## src/rtl/game_state_sequencer_if.sv

```systemverilog
// Control bundle between the frame/button logic and the game sequencer.
// master drives tick/flap and observes the renderer controls; slave is the sequencer.
interface game_state_sequencer_if;
    logic               frame_tick;
    logic               flap;
    logic [1:0]         screen;
    logic               bg_scroll;
    logic signed [31:0] bird_y;
    logic [31:0]        score;
    logic signed [31:0] pipe1_x;
    logic signed [31:0] pipe2_x;
    logic signed [31:0] pipe3_x;
    logic signed [31:0] pipe1_y;
    logic signed [31:0] pipe2_y;
    logic signed [31:0] pipe3_y;

    modport master (
        output frame_tick, flap,
        input  screen, bg_scroll, bird_y, score,
        input  pipe1_x, pipe2_x, pipe3_x, pipe1_y, pipe2_y, pipe3_y
    );

    modport slave (
        input  frame_tick, flap,
        output screen, bg_scroll, bird_y, score,
        output pipe1_x, pipe2_x, pipe3_x, pipe1_y, pipe2_y, pipe3_y
    );
endinterface

```

## src/rtl/game_state_sequencer.sv

```systemverilog
// Per-frame game sequencer: TITLE/PLAY/GAME_OVER FSM, bird physics, pipe scroll, score, collision.
// Define PIPE_COLLISION_BYPASS_EN to drop pipe-overlap collision (ceiling/floor still end the game).
module game_state_sequencer #(
    parameter int              GRAVITY        = 1,
    parameter int              FLAP_VELOCITY  = -8,
    parameter int              MAX_FALL_SPEED = 10,
    parameter int              PIPE_SPEED     = 2,
    parameter int              PIPE_SPACING   = 240,
    parameter int              BIRD_START_Y   = 228,
    parameter int              PIPE_INIT_Y    = 140,
    parameter logic [15:0]     LFSR_SEED      = 16'hACE1,
    parameter int unsigned     HOLDOFF_FRAMES = 60
) (
    input  logic                 iClock,
    input  logic                 iReset,
    game_state_sequencer_if.slave bus
);

    localparam int ScreenW     = 640;
    localparam int ScreenH     = 480;
    localparam int BirdLeft    = 303;
    localparam int BirdRight   = 336;
    localparam int BirdH       = 24;
    localparam int PipeW       = 52;
    localparam int PipeGap     = 100;
    localparam int RespawnBase = 60;
    localparam int NumPipes    = 3;
    localparam int HoldW       = $clog2(HOLDOFF_FRAMES + 1);
    localparam logic [HoldW-1:0] HoldMax  = HoldW'(HOLDOFF_FRAMES);
    localparam logic [15:0]      LfsrMask = 16'hB400;

    typedef enum logic [1:0] {
        StTitle = 2'd0,
        StPlay  = 2'd1,
        StOver  = 2'd2
    } state_e;

    state_e             state_q, state_d;
    logic               bg_q, bg_d;
    logic signed [31:0] bird_y_q, bird_y_d;
    logic signed [7:0]  vel_q, vel_d;
    logic [31:0]        score_q, score_d;
    logic signed [31:0] pipe_x_q [NumPipes];
    logic signed [31:0] pipe_x_d [NumPipes];
    logic signed [31:0] pipe_y_q [NumPipes];
    logic signed [31:0] pipe_y_d [NumPipes];
    logic               latch_q, latch_d;
    logic [HoldW-1:0]   hold_q, hold_d;
    logic [15:0]        lfsr_q, lfsr_d;

    logic               collision;
    logic               go_title;
    logic signed [31:0] vel_sum;
    logic signed [7:0]  vel_tick;
    logic signed [31:0] bird_y_tick;
    logic signed [31:0] pipe_x_tick [NumPipes];
    logic signed [31:0] pipe_y_tick [NumPipes];
    logic [1:0]         cross_cnt;
    logic [31:0]        score_sum;
    logic [31:0]        score_tick;

    // Collision from the registered outputs only.
    always_comb begin
        collision = 1'b0;
        if (bird_y_q < 0) collision = 1'b1;
        if (bird_y_q + BirdH > ScreenH) collision = 1'b1;
`ifndef PIPE_COLLISION_BYPASS_EN
        for (int i = 0; i < NumPipes; i++) begin
            if (pipe_x_q[i] <= BirdRight && pipe_x_q[i] + PipeW > BirdLeft) begin
                if (bird_y_q < pipe_y_q[i] || bird_y_q + BirdH > pipe_y_q[i] + PipeGap) begin
                    collision = 1'b1;
                end
            end
        end
`endif
    end

    // Candidate state after a PLAY frame tick.
    always_comb begin
        vel_sum = 32'(vel_q) + GRAVITY;
        if (latch_q || bus.flap) begin
            vel_tick = 8'(FLAP_VELOCITY);
        end else if (vel_sum > MAX_FALL_SPEED) begin
            vel_tick = 8'(MAX_FALL_SPEED);
        end else begin
            vel_tick = 8'(vel_sum);
        end
        bird_y_tick = bird_y_q + 32'(vel_tick);

        cross_cnt = 2'd0;
        for (int i = 0; i < NumPipes; i++) begin
            pipe_x_tick[i] = pipe_x_q[i] - PIPE_SPEED;
            pipe_y_tick[i] = pipe_y_q[i];
            if (pipe_x_q[i] + PipeW >= BirdLeft && pipe_x_tick[i] + PipeW < BirdLeft) begin
                cross_cnt = cross_cnt + 2'd1;
            end
            // Respawned pipes in the same tick all share this cycle's LFSR value.
            if (pipe_x_tick[i] < -PipeW) begin
                pipe_x_tick[i] = pipe_x_tick[i] + NumPipes * PIPE_SPACING;
                pipe_y_tick[i] = RespawnBase + 32'(lfsr_q[7:0]);
            end
        end
        score_sum  = score_q + 32'(cross_cnt);
        score_tick = (score_sum > 32'd999) ? 32'd999 : score_sum;
    end

    always_comb begin
        state_d  = state_q;
        bg_d     = bg_q;
        bird_y_d = bird_y_q;
        vel_d    = vel_q;
        score_d  = score_q;
        pipe_x_d = pipe_x_q;
        pipe_y_d = pipe_y_q;
        latch_d  = 1'b0;
        hold_d   = hold_q;
        lfsr_d   = {1'b0, lfsr_q[15:1]} ^ (lfsr_q[0] ? LfsrMask : 16'h0000);
        go_title = 1'b0;

        unique case (state_q)
            StTitle: begin
                if (bus.flap) begin
                    state_d = StPlay;
                    vel_d   = 8'(FLAP_VELOCITY);
                end
            end
            StPlay: begin
                latch_d = !bus.frame_tick && (latch_q || bus.flap);
                if (collision) begin
                    state_d = StOver;
                    bg_d    = 1'b0;
                end else if (bus.frame_tick) begin
                    vel_d    = vel_tick;
                    bird_y_d = bird_y_tick;
                    pipe_x_d = pipe_x_tick;
                    pipe_y_d = pipe_y_tick;
                    score_d  = score_tick;
                end
            end
            StOver: begin
                if (bus.flap && hold_q == HoldMax) begin
                    go_title = 1'b1;
                end else if (bus.frame_tick && hold_q != HoldMax) begin
                    hold_d = hold_q + HoldW'(1);
                end
            end
            default: go_title = 1'b1;
        endcase

        if (go_title) begin
            state_d  = StTitle;
            bg_d     = 1'b1;
            bird_y_d = BIRD_START_Y;
            vel_d    = '0;
            score_d  = '0;
            hold_d   = '0;
            latch_d  = 1'b0;
            for (int i = 0; i < NumPipes; i++) begin
                pipe_x_d[i] = ScreenW + i * PIPE_SPACING;
                pipe_y_d[i] = PIPE_INIT_Y;
            end
        end
    end

    always_ff @(posedge iClock) begin
        if (iReset) begin
            state_q  <= StTitle;
            bg_q     <= 1'b1;
            bird_y_q <= BIRD_START_Y;
            vel_q    <= '0;
            score_q  <= '0;
            latch_q  <= 1'b0;
            hold_q   <= '0;
            lfsr_q   <= LFSR_SEED;
            for (int i = 0; i < NumPipes; i++) begin
                pipe_x_q[i] <= ScreenW + i * PIPE_SPACING;
                pipe_y_q[i] <= PIPE_INIT_Y;
            end
        end else begin
            state_q  <= state_d;
            bg_q     <= bg_d;
            bird_y_q <= bird_y_d;
            vel_q    <= vel_d;
            score_q  <= score_d;
            latch_q  <= latch_d;
            hold_q   <= hold_d;
            lfsr_q   <= lfsr_d;
            pipe_x_q <= pipe_x_d;
            pipe_y_q <= pipe_y_d;
        end
    end

    assign bus.screen    = state_q;
    assign bus.bg_scroll = bg_q;
    assign bus.bird_y    = bird_y_q;
    assign bus.score     = score_q;
    assign bus.pipe1_x   = pipe_x_q[0];
    assign bus.pipe2_x   = pipe_x_q[1];
    assign bus.pipe3_x   = pipe_x_q[2];
    assign bus.pipe1_y   = pipe_y_q[0];
    assign bus.pipe2_y   = pipe_y_q[1];
    assign bus.pipe3_y   = pipe_y_q[2];

endmodule

```

## src/flat_wrapper.sv

```systemverilog
// flat-port wrapper written by rule: the top's interface ports become plain ports
module game_state_sequencer_flat 
#(
    parameter int              GRAVITY        = 1,
    parameter int              FLAP_VELOCITY  = -8,
    parameter int              MAX_FALL_SPEED = 10,
    parameter int              PIPE_SPEED     = 2,
    parameter int              PIPE_SPACING   = 240,
    parameter int              BIRD_START_Y   = 228,
    parameter int              PIPE_INIT_Y    = 140,
    parameter logic [15:0]     LFSR_SEED      = 16'hACE1,
    parameter int unsigned     HOLDOFF_FRAMES = 60
)
  (iClock, iReset, bus_frame_tick, bus_flap, bus_screen, bus_bg_scroll, bus_bird_y, bus_score, bus_pipe1_x, bus_pipe2_x, bus_pipe3_x, bus_pipe1_y, bus_pipe2_y, bus_pipe3_y);
  game_state_sequencer_if bus_i ();
  input  logic iClock;
  input  logic iReset;
  input wire logic [$bits(bus_i.frame_tick)-1:0] bus_frame_tick;
  input wire logic [$bits(bus_i.flap)-1:0] bus_flap;
  output wire logic [$bits(bus_i.screen)-1:0] bus_screen;
  output wire logic [$bits(bus_i.bg_scroll)-1:0] bus_bg_scroll;
  output wire logic [$bits(bus_i.bird_y)-1:0] bus_bird_y;
  output wire logic [$bits(bus_i.score)-1:0] bus_score;
  output wire logic [$bits(bus_i.pipe1_x)-1:0] bus_pipe1_x;
  output wire logic [$bits(bus_i.pipe2_x)-1:0] bus_pipe2_x;
  output wire logic [$bits(bus_i.pipe3_x)-1:0] bus_pipe3_x;
  output wire logic [$bits(bus_i.pipe1_y)-1:0] bus_pipe1_y;
  output wire logic [$bits(bus_i.pipe2_y)-1:0] bus_pipe2_y;
  output wire logic [$bits(bus_i.pipe3_y)-1:0] bus_pipe3_y;
  assign bus_i.frame_tick = bus_frame_tick;
  assign bus_i.flap = bus_flap;
  assign bus_screen = bus_i.screen;
  assign bus_bg_scroll = bus_i.bg_scroll;
  assign bus_bird_y = bus_i.bird_y;
  assign bus_score = bus_i.score;
  assign bus_pipe1_x = bus_i.pipe1_x;
  assign bus_pipe2_x = bus_i.pipe2_x;
  assign bus_pipe3_x = bus_i.pipe3_x;
  assign bus_pipe1_y = bus_i.pipe1_y;
  assign bus_pipe2_y = bus_i.pipe2_y;
  assign bus_pipe3_y = bus_i.pipe3_y;
  game_state_sequencer #(.GRAVITY(GRAVITY), .FLAP_VELOCITY(FLAP_VELOCITY), .MAX_FALL_SPEED(MAX_FALL_SPEED), .PIPE_SPEED(PIPE_SPEED), .PIPE_SPACING(PIPE_SPACING), .BIRD_START_Y(BIRD_START_Y), .PIPE_INIT_Y(PIPE_INIT_Y), .LFSR_SEED(LFSR_SEED), .HOLDOFF_FRAMES(HOLDOFF_FRAMES)) u_core (.iClock(iClock), .iReset(iReset), .bus(bus_i));
endmodule
```

## config.mk

```make
export PLATFORM = sky130hd
export DESIGN_NAME = game_state_sequencer_flat
export DESIGN_NICKNAME = d
export VERILOG_FILES = /design/src/rtl/game_state_sequencer_if.sv /design/src/rtl/game_state_sequencer.sv /design/src/flat_wrapper.sv
export SDC_FILE = /design/constraint.sdc
export NUM_CORES = 1
export LEC_CHECK = 0
export ABC_AREA = 0
export BUFFER_PORTS_ARGS = -buffer_cell sky130_fd_sc_hd__buf_2
export CORE_UTILIZATION = 55
export CTS_CLUSTER_SIZE = 10
export DETAILED_ROUTE_END_ITERATION = 7
export MAX_ROUTING_LAYER = met4
export PLACE_DENSITY = 0.76
export SLEW_MARGIN = 20
export SYNTH_ARGS = -nofsm -noshare
export SYNTH_HDL_FRONTEND = slang
export SYNTH_SLANG_ARGS = --single-unit
export TNS_END_PERCENT = 50
```

## constraint.sdc

```tcl
create_clock -name iClock -period 8.99 [get_ports iClock]
set_clock_uncertainty 0.2 [all_clocks]
set_input_delay 0.899 -clock iClock [delete_from_list [all_inputs] [get_ports iClock]]
set_output_delay 0.899 -clock iClock [all_outputs]
set_load 0.1 [all_outputs]
```

Word-level counts from Yosys, hierarchy flattened
Cells that the tools add are included.
- register bits after elaboration: 290
- bits of input ports: 4
- output and inout port bits: 259
- add/sub/neg operators: 23
- order comparisons: 25
- equal/unequal tests: 8
- mux-type cells: 27
- bitwise logic cells: 4
- reductions and logical operators: 27
- operator list (operator ; number):
    $add A32 B7 Y32 const B ; 6
    $gt A32 B10 Y1 const B ; 5
    $mux W32 ; 4
    $add A32 B11 Y32 const B ; 3
    $add A32 B8 Y32 const B ; 3
    $ge A32 B10 Y1 const B ; 3
    $gt A32 B32 Y1 ; 3
    $le A32 B10 Y1 const B ; 3
    $lt A32 B10 Y1 const B ; 3
    $lt A32 B32 Y1 ; 3
    $lt A32 B7 Y1 const B ; 3
    $sub A32 B3 Y32 const B ; 3
    $mux W8 ; 5
    $add A32 B2 Y32 ; 1
    $add A32 B6 Y32 const B ; 1
    $add A32 B8 Y32 ; 1
    $gt A32 B5 Y1 const B ; 1
    $lt A32 B1 Y1 const B ; 1
    $mux W16 ; 1
    $pmux W8 S2 ; 1
    $reduce_and A4 Y1 ; 4
    $xor A15 B16 Y16 ; 1
    $mux W1 ; 10
    $add A6 B8 Y9 const A ; 1
    other kinds (23) ; 44

Logic depth before layout (Yosys ltp)
- depth in word-level cells: 12
- gate-level depth with buffers: 34
- gate-level depth less buffers: 31

Worst setup path after synthesis
No wires, ideal clock.
- kind: flip-flop to flip-flop
- start: register u_core.pipe_x_q (netlist bit u_core.bus.pipe1_x[1])
- end: register u_core.score_q[4] (netlist: u_core.bus.score[4])
- library setup time: 0.070 ns
- arrival: 7.594 ns
- data required time: 8.720 ns
- setup slack: 1.125 ns
- stages on the path, launching flop included: 33
- period minus slack after synthesis: 7.865 ns
- cells stage by stage: dfxtp_1 -> inv_1 -> ha_1 -> or4b_2 -> clkbuf_1 -> nor4_1 -> mux2i_1 -> a21bo_1 -> or4_1 -> buf_2 -> nor3_1 -> xnor2_1 -> nor4_1 -> nand4_1 -> nor4_1 -> o21ba_2 -> ha_1 -> xnor2_1 -> ha_1 -> inv_1 -> fa_1 -> inv_1 -> nand3_1 -> nor2_1 -> and4_1 -> nor2b_1 -> a21oi_1 -> o21ai_0 -> and4_1 -> nand2b_1 -> clkbuf_1 -> or4_1 -> a21oi_1
- word-level cells in the longest chain between the ends: 12
- elaborated cells between the ends (all ways): 24
- those cells by class: add/sub: 6; order compare: 5; mux: 9; bitwise: 1; reduce/logical: 3
- RTL lines (item ; RTL line ; RTL):
    from (decl) ; game_state_sequencer.sv:43 ; logic signed [31:0] pipe_x_q [NumPipes];
    from (signal, indexed assignment) ; game_state_sequencer.sv:176 ; pipe_x_q[i] <= ScreenW + i * PIPE_SPACING;
    from (signal assigned) ; game_state_sequencer.sv:188 ; pipe_x_q <= pipe_x_d;
    $sub A32 B3 Y32 ; game_state_sequencer.sv:92 ; pipe_x_tick[i] = pipe_x_q[i] - PIPE_SPEED;
    $add A32 B7 Y32 ; game_state_sequencer.sv:94 ; if (pipe_x_q[i] + PipeW >= BirdLeft && pipe_x_tick[i] + PipeW < BirdLeft) begin
    $lt A32 B10 Y1 ; game_state_sequencer.sv:94 ;
    $logic_and A1 B1 Y1 ; game_state_sequencer.sv:94 ;
    $mux W1 ; game_state_sequencer.sv:94 ;
    $add A1 B1 Y2 ; game_state_sequencer.sv:95 ; cross_cnt = cross_cnt + 2'd1;
    $mux W2 ; game_state_sequencer.sv:94 ;
    $add A2 B1 Y2 ; game_state_sequencer.sv:95 ;
    $mux W2 ; game_state_sequencer.sv:94 ;
    $add A32 B2 Y32 ; game_state_sequencer.sv:103 ; score_sum = score_q + 32'(cross_cnt);
    $gt A32 B10 Y1 ; game_state_sequencer.sv:104 ; score_tick = (score_sum > 32'd999) ? 32'd999 : score_sum;
    $mux W32 ; game_state_sequencer.sv:104 ;
    to (signal assigned) ; game_state_sequencer.sv:184 ; score_q <= score_d;
    to (decl) ; game_state_sequencer.sv:42 ; logic [31:0] score_q, score_d;
Parallel ways exist; a longest one is shown, timed or not.
A chain may end at the register's enable or synchronous reset.

Worst setup path after layout
- start: register u_core.pipe_x_q (netlist bit u_core.bus.pipe2_x[3])
- end: register u_core.score_q[4] (netlist: u_core.bus.score[4])
- word-level cells in the longest chain between the ends: 10
- elaborated cells between the ends (all ways): 20
- those cells by class: add/sub: 5; order compare: 5; mux: 6; bitwise: 1; reduce/logical: 3
- RTL lines (item ; RTL line):
    $sub A32 B3 Y32 ; game_state_sequencer.sv:92
    $add A32 B7 Y32 ; game_state_sequencer.sv:94
    $lt A32 B10 Y1 ; game_state_sequencer.sv:94
    $logic_and A1 B1 Y1 ; game_state_sequencer.sv:94
    $mux W2 ; game_state_sequencer.sv:94
    $add A2 B1 Y2 ; game_state_sequencer.sv:95
    $mux W2 ; game_state_sequencer.sv:94
    $add A32 B2 Y32 ; game_state_sequencer.sv:103
    $gt A32 B10 Y1 ; game_state_sequencer.sv:104
    $mux W32 ; game_state_sequencer.sv:104
Parallel ways exist; a longest one is shown, timed or not.

==> results.cfg <==
[cells_and_area]
multi_input_area_mm2 = 0.0158
syn_to_final_growth_pct = 8.41
register_area_mm2 = 0.00436
n_antenna_cell = 0
drive_gt1_share_pct = 11.2
nets = 3143
nFillCells = 3636

[synthesis]
synth.area.top_cells = dfxtp_1 (20%), xnor2_1 (8.9%), ha_1 (6.1%), nor2_1 (5.2%), nand2_1 (4.1%)
yosys.area_share.adder_pct = 6.25
yosys_warnings = 0
netlist_area_mm2 = 0.0215
ys_types = 91
synth_top_area_share_pct = 20.3
ys_seq_area_share_pct = 20.3
synthSimpleGateAreaFrac_pct = 31.4
synthCells = 2964
synth_top_family_by_area = simple AND/OR/NAND/NOR gates
synth-seq-cells = 218
async_flop_share_pct = 0
syn_area_per_cell_um2 = 7.24
synth_flop_cell = dfxtp_1
synth-compound-area-share_pct = 19.2
yosysTopAreaCell = dfxtp_1
synth.area.mux_share_pct = 2.69
synth_edf_count = 0
synthXorXnorAreaFrac_pct = 12.4

[cts]
cts_made_buffers = 28
cts_hold_buffers = 0
cts_tree = done
insertion_delay_ns = 0.59
h-tree-depth = 1
path_clk_slew_ns = 0.06
root_buffer = clkbuf_16
cts_buffer_depth = 3
clock-sinks = 218

[timing]
finalCriticalPeriod_ns = 8.38
hold_violations = 0
fin_crit_sh_pct = 93.2
clock.fmax_mhz = 119
tns_ns = 0
setup_viol = 0
rsz0062_at_grt = no
slew_headroom_pct = 29.2
tightest_slew_ns = 1.05
drv_slew = 0

[die]
io_pins = 263
die_h_um = 200
dieArea_mm2 = 0.0398
die_w_um = 200
rows = 72
core_area_mm2 = 0.0386
initial_core_util_pct = 55.7

[drt]
drc = 0
final_antenna_net_count = 0
routed-via-count = 22600
wl_per_cell_um = 20.2
via_per_inst = 6.35
wl_um = 71900
drt_pass1_iterations = 5
drt-initial-drc-count = 2228

[placed_design]
post-dp-hpwl_um = 53200
gp_congestion = 1.04
port-buffer-count = 190

[power_and_ir_drop]
ir_drop_mv = 0.446
total_power_w = 0.00679
p_leak_nw = 9.10
p_per_area_mw_per_mm2 = 292

[global_route]
grt_pass1_wl_um = 112000
first_global_vias = 20500
antenna_found_initial = 0
grt_start_max_net_pins = 93
overflow = 0
grt_usage_pct = 36.1

[status]
status = completed

[critical_path]
crit_path_start_kind = flop
critPathSlowestCell = or4_1
worstPathArrival_ns = 8.68
crit_buf_inv = 2
cp-end-kind = flop
max_stage_delay_ns = 0.77
worst_path_most_repeated_cell = or4_1
cp_top_family = simple AND/OR/NAND/NOR gates
crit_type = reg -> reg
cp.required_ns = 9.29
critical_path.max_fanout = 12

[run]
drv_cap = 0

[worst_hold_path]
min_path_type = reg -> reg
where the power goes:
group	switching (W)	internal, W
Combinational	0.00295	0.00133
Sequential	0.000312	0.00109
Clock	0.000456	0.000653
Total	0.00372	0.00307
cells in the final DEF, fill, tap and decap left out, types with 72 or more instances in the layout:
master | netlist | layout
o21ai_0 | 114 | 114
nand2_1 | 236 | 236
a21oi_1 | 172 | 172
nor4_1 | 77 | 74
nor3_1 | 133 | 133
dfxtp_1 | 218 | 218
nor2_1 | 299 | 297
conb_1 | 1 | 72
xor2_1 | 87 | 87
buf_2 | 24 | 190
inv_1 | 103 | 103
nand3_1 | 114 | 114
ha_1 | 104 | 104
or3_1 | 81 | 81
xnor2_1 | 217 | 217
registers in the layout, indices dropped and copies added, names as in the netlist, 9 cells and up:
| name | count |
|---|---|
| u_core.bus.pipe3_y | 9 |
| u_core.bus.score | 32 |
| u_core.bus.pipe1_y | 9 |
| u_core.bus.pipe1_x | 31 |
| u_core.lfsr_q | 16 |
| u_core.bus.pipe2_x | 31 |
| u_core.bus.pipe3_x | 31 |
| u_core.bus.pipe2_y | 9 |
| u_core.bus.bird_y | 32 |
final cells by class:
| type | count | area share (%) |
|---|---|---|
| Multi-Input combinational cell | 2454 | 67.7 |
| Sequential cell | 218 | 18.7 |
| Timing Repair Buffer | 228 | 5.31 |
| Clock buffer | 41 | 3.52 |
| Tap cell | 518 | 2.78 |
| Inverter | 103 | 1.66 |
| Clock inverter | 4 | 0.312 |
worst paths after layout:
kind                                            start             endpoint  slack [ns]  cells past startpoint
worst max-delay path            u_core.bus.pipe2_x[3]  u_core.bus.score[4]        0.61                     26
worst min register to register      u_core.lfsr_q[12]    u_core.lfsr_q[11]        0.21                      1
worst max register to register  u_core.bus.pipe2_x[3]  u_core.bus.score[4]        0.61                     26
worst min-delay path                u_core.lfsr_q[12]    u_core.lfsr_q[11]        0.21                      1
metrics by stage:
stage / instance area, um2 / cells / hold slack (ns) / util, % / setup WS [ns]
after global placement: 22400 / 3521 / 0.197 / 58.0 / 0.686
after floorplan: 21700 / 3035 / 0.189 / - / 1.13
after CTS: 23300 / 3566 / 0.216 / 60.3 / 0.325
after detailed placement: 22400 / 3521 / 0.202 / 58.0 / 0.424
after global routing: 23300 / 3566 / 0.247 / 60.4 / 0.0154
final: 23300 / 3566 / 0.214 / 60.4 / 0.608
timing repair:
action,in CTS,in global routing
setup endpoints to repair,0,8
buffers inserted,0,0
gates resized for setup,0,5
routing by layer:
layer	wire length (um)	part of all wire [%]	vias up	track usage, %
met5	0	0	-	-
met4	2330	3.2	0	11.6
met3	6240	8.7	161	5.35
met2	32400	45	1061	56.5
met1	30900	43	10700	47.4
li1	-	-	10700	-
synth_stat cells, types with 13 or more instances:
| cell | number |
|---|---|
| a2111oi_0 | 21 |
| a211o_1 | 13 |
| a211oi_1 | 23 |
| a21o_1 | 28 |
| a21oi_1 | 172 |
| a31oi_1 | 33 |
| and2_1 | 22 |
| and3_1 | 50 |
| and4_1 | 17 |
| buf_2 | 24 |
| buf_4 | 72 |
| clkbuf_1 | 153 |
| dfxtp_1 | 218 |
| ha_1 | 104 |
| inv_1 | 103 |
| mux2i_1 | 52 |
| nand2_1 | 236 |
| nand2b_1 | 30 |
| nand3_1 | 114 |
| nand3b_1 | 13 |
| nand4_1 | 60 |
| nor2_1 | 299 |
| nor2b_1 | 19 |
| nor3_1 | 133 |
| nor3b_1 | 17 |
| nor4_1 | 77 |
| o211ai_1 | 28 |
| o21a_1 | 19 |
| o21ai_0 | 114 |
| o22ai_1 | 19 |
| o31a_1 | 13 |
| o31ai_1 | 15 |
| or2_2 | 38 |
| or3_1 | 81 |
| or4_1 | 44 |
| xnor2_1 | 217 |
| xor2_1 | 87 |
cells by family (layout without fill, tap and decap cells):
kind of cell    Yosys count  after routing
flops                   218            218
fa+ha+maj               106            106
buf+inv                 363            376
other cells               1             72
mux                      57             57
compound gates          621            621
xor+xnor                304            304
simple gates           1294           1294
Note: power is estimated with default switching activity, not from simulation.
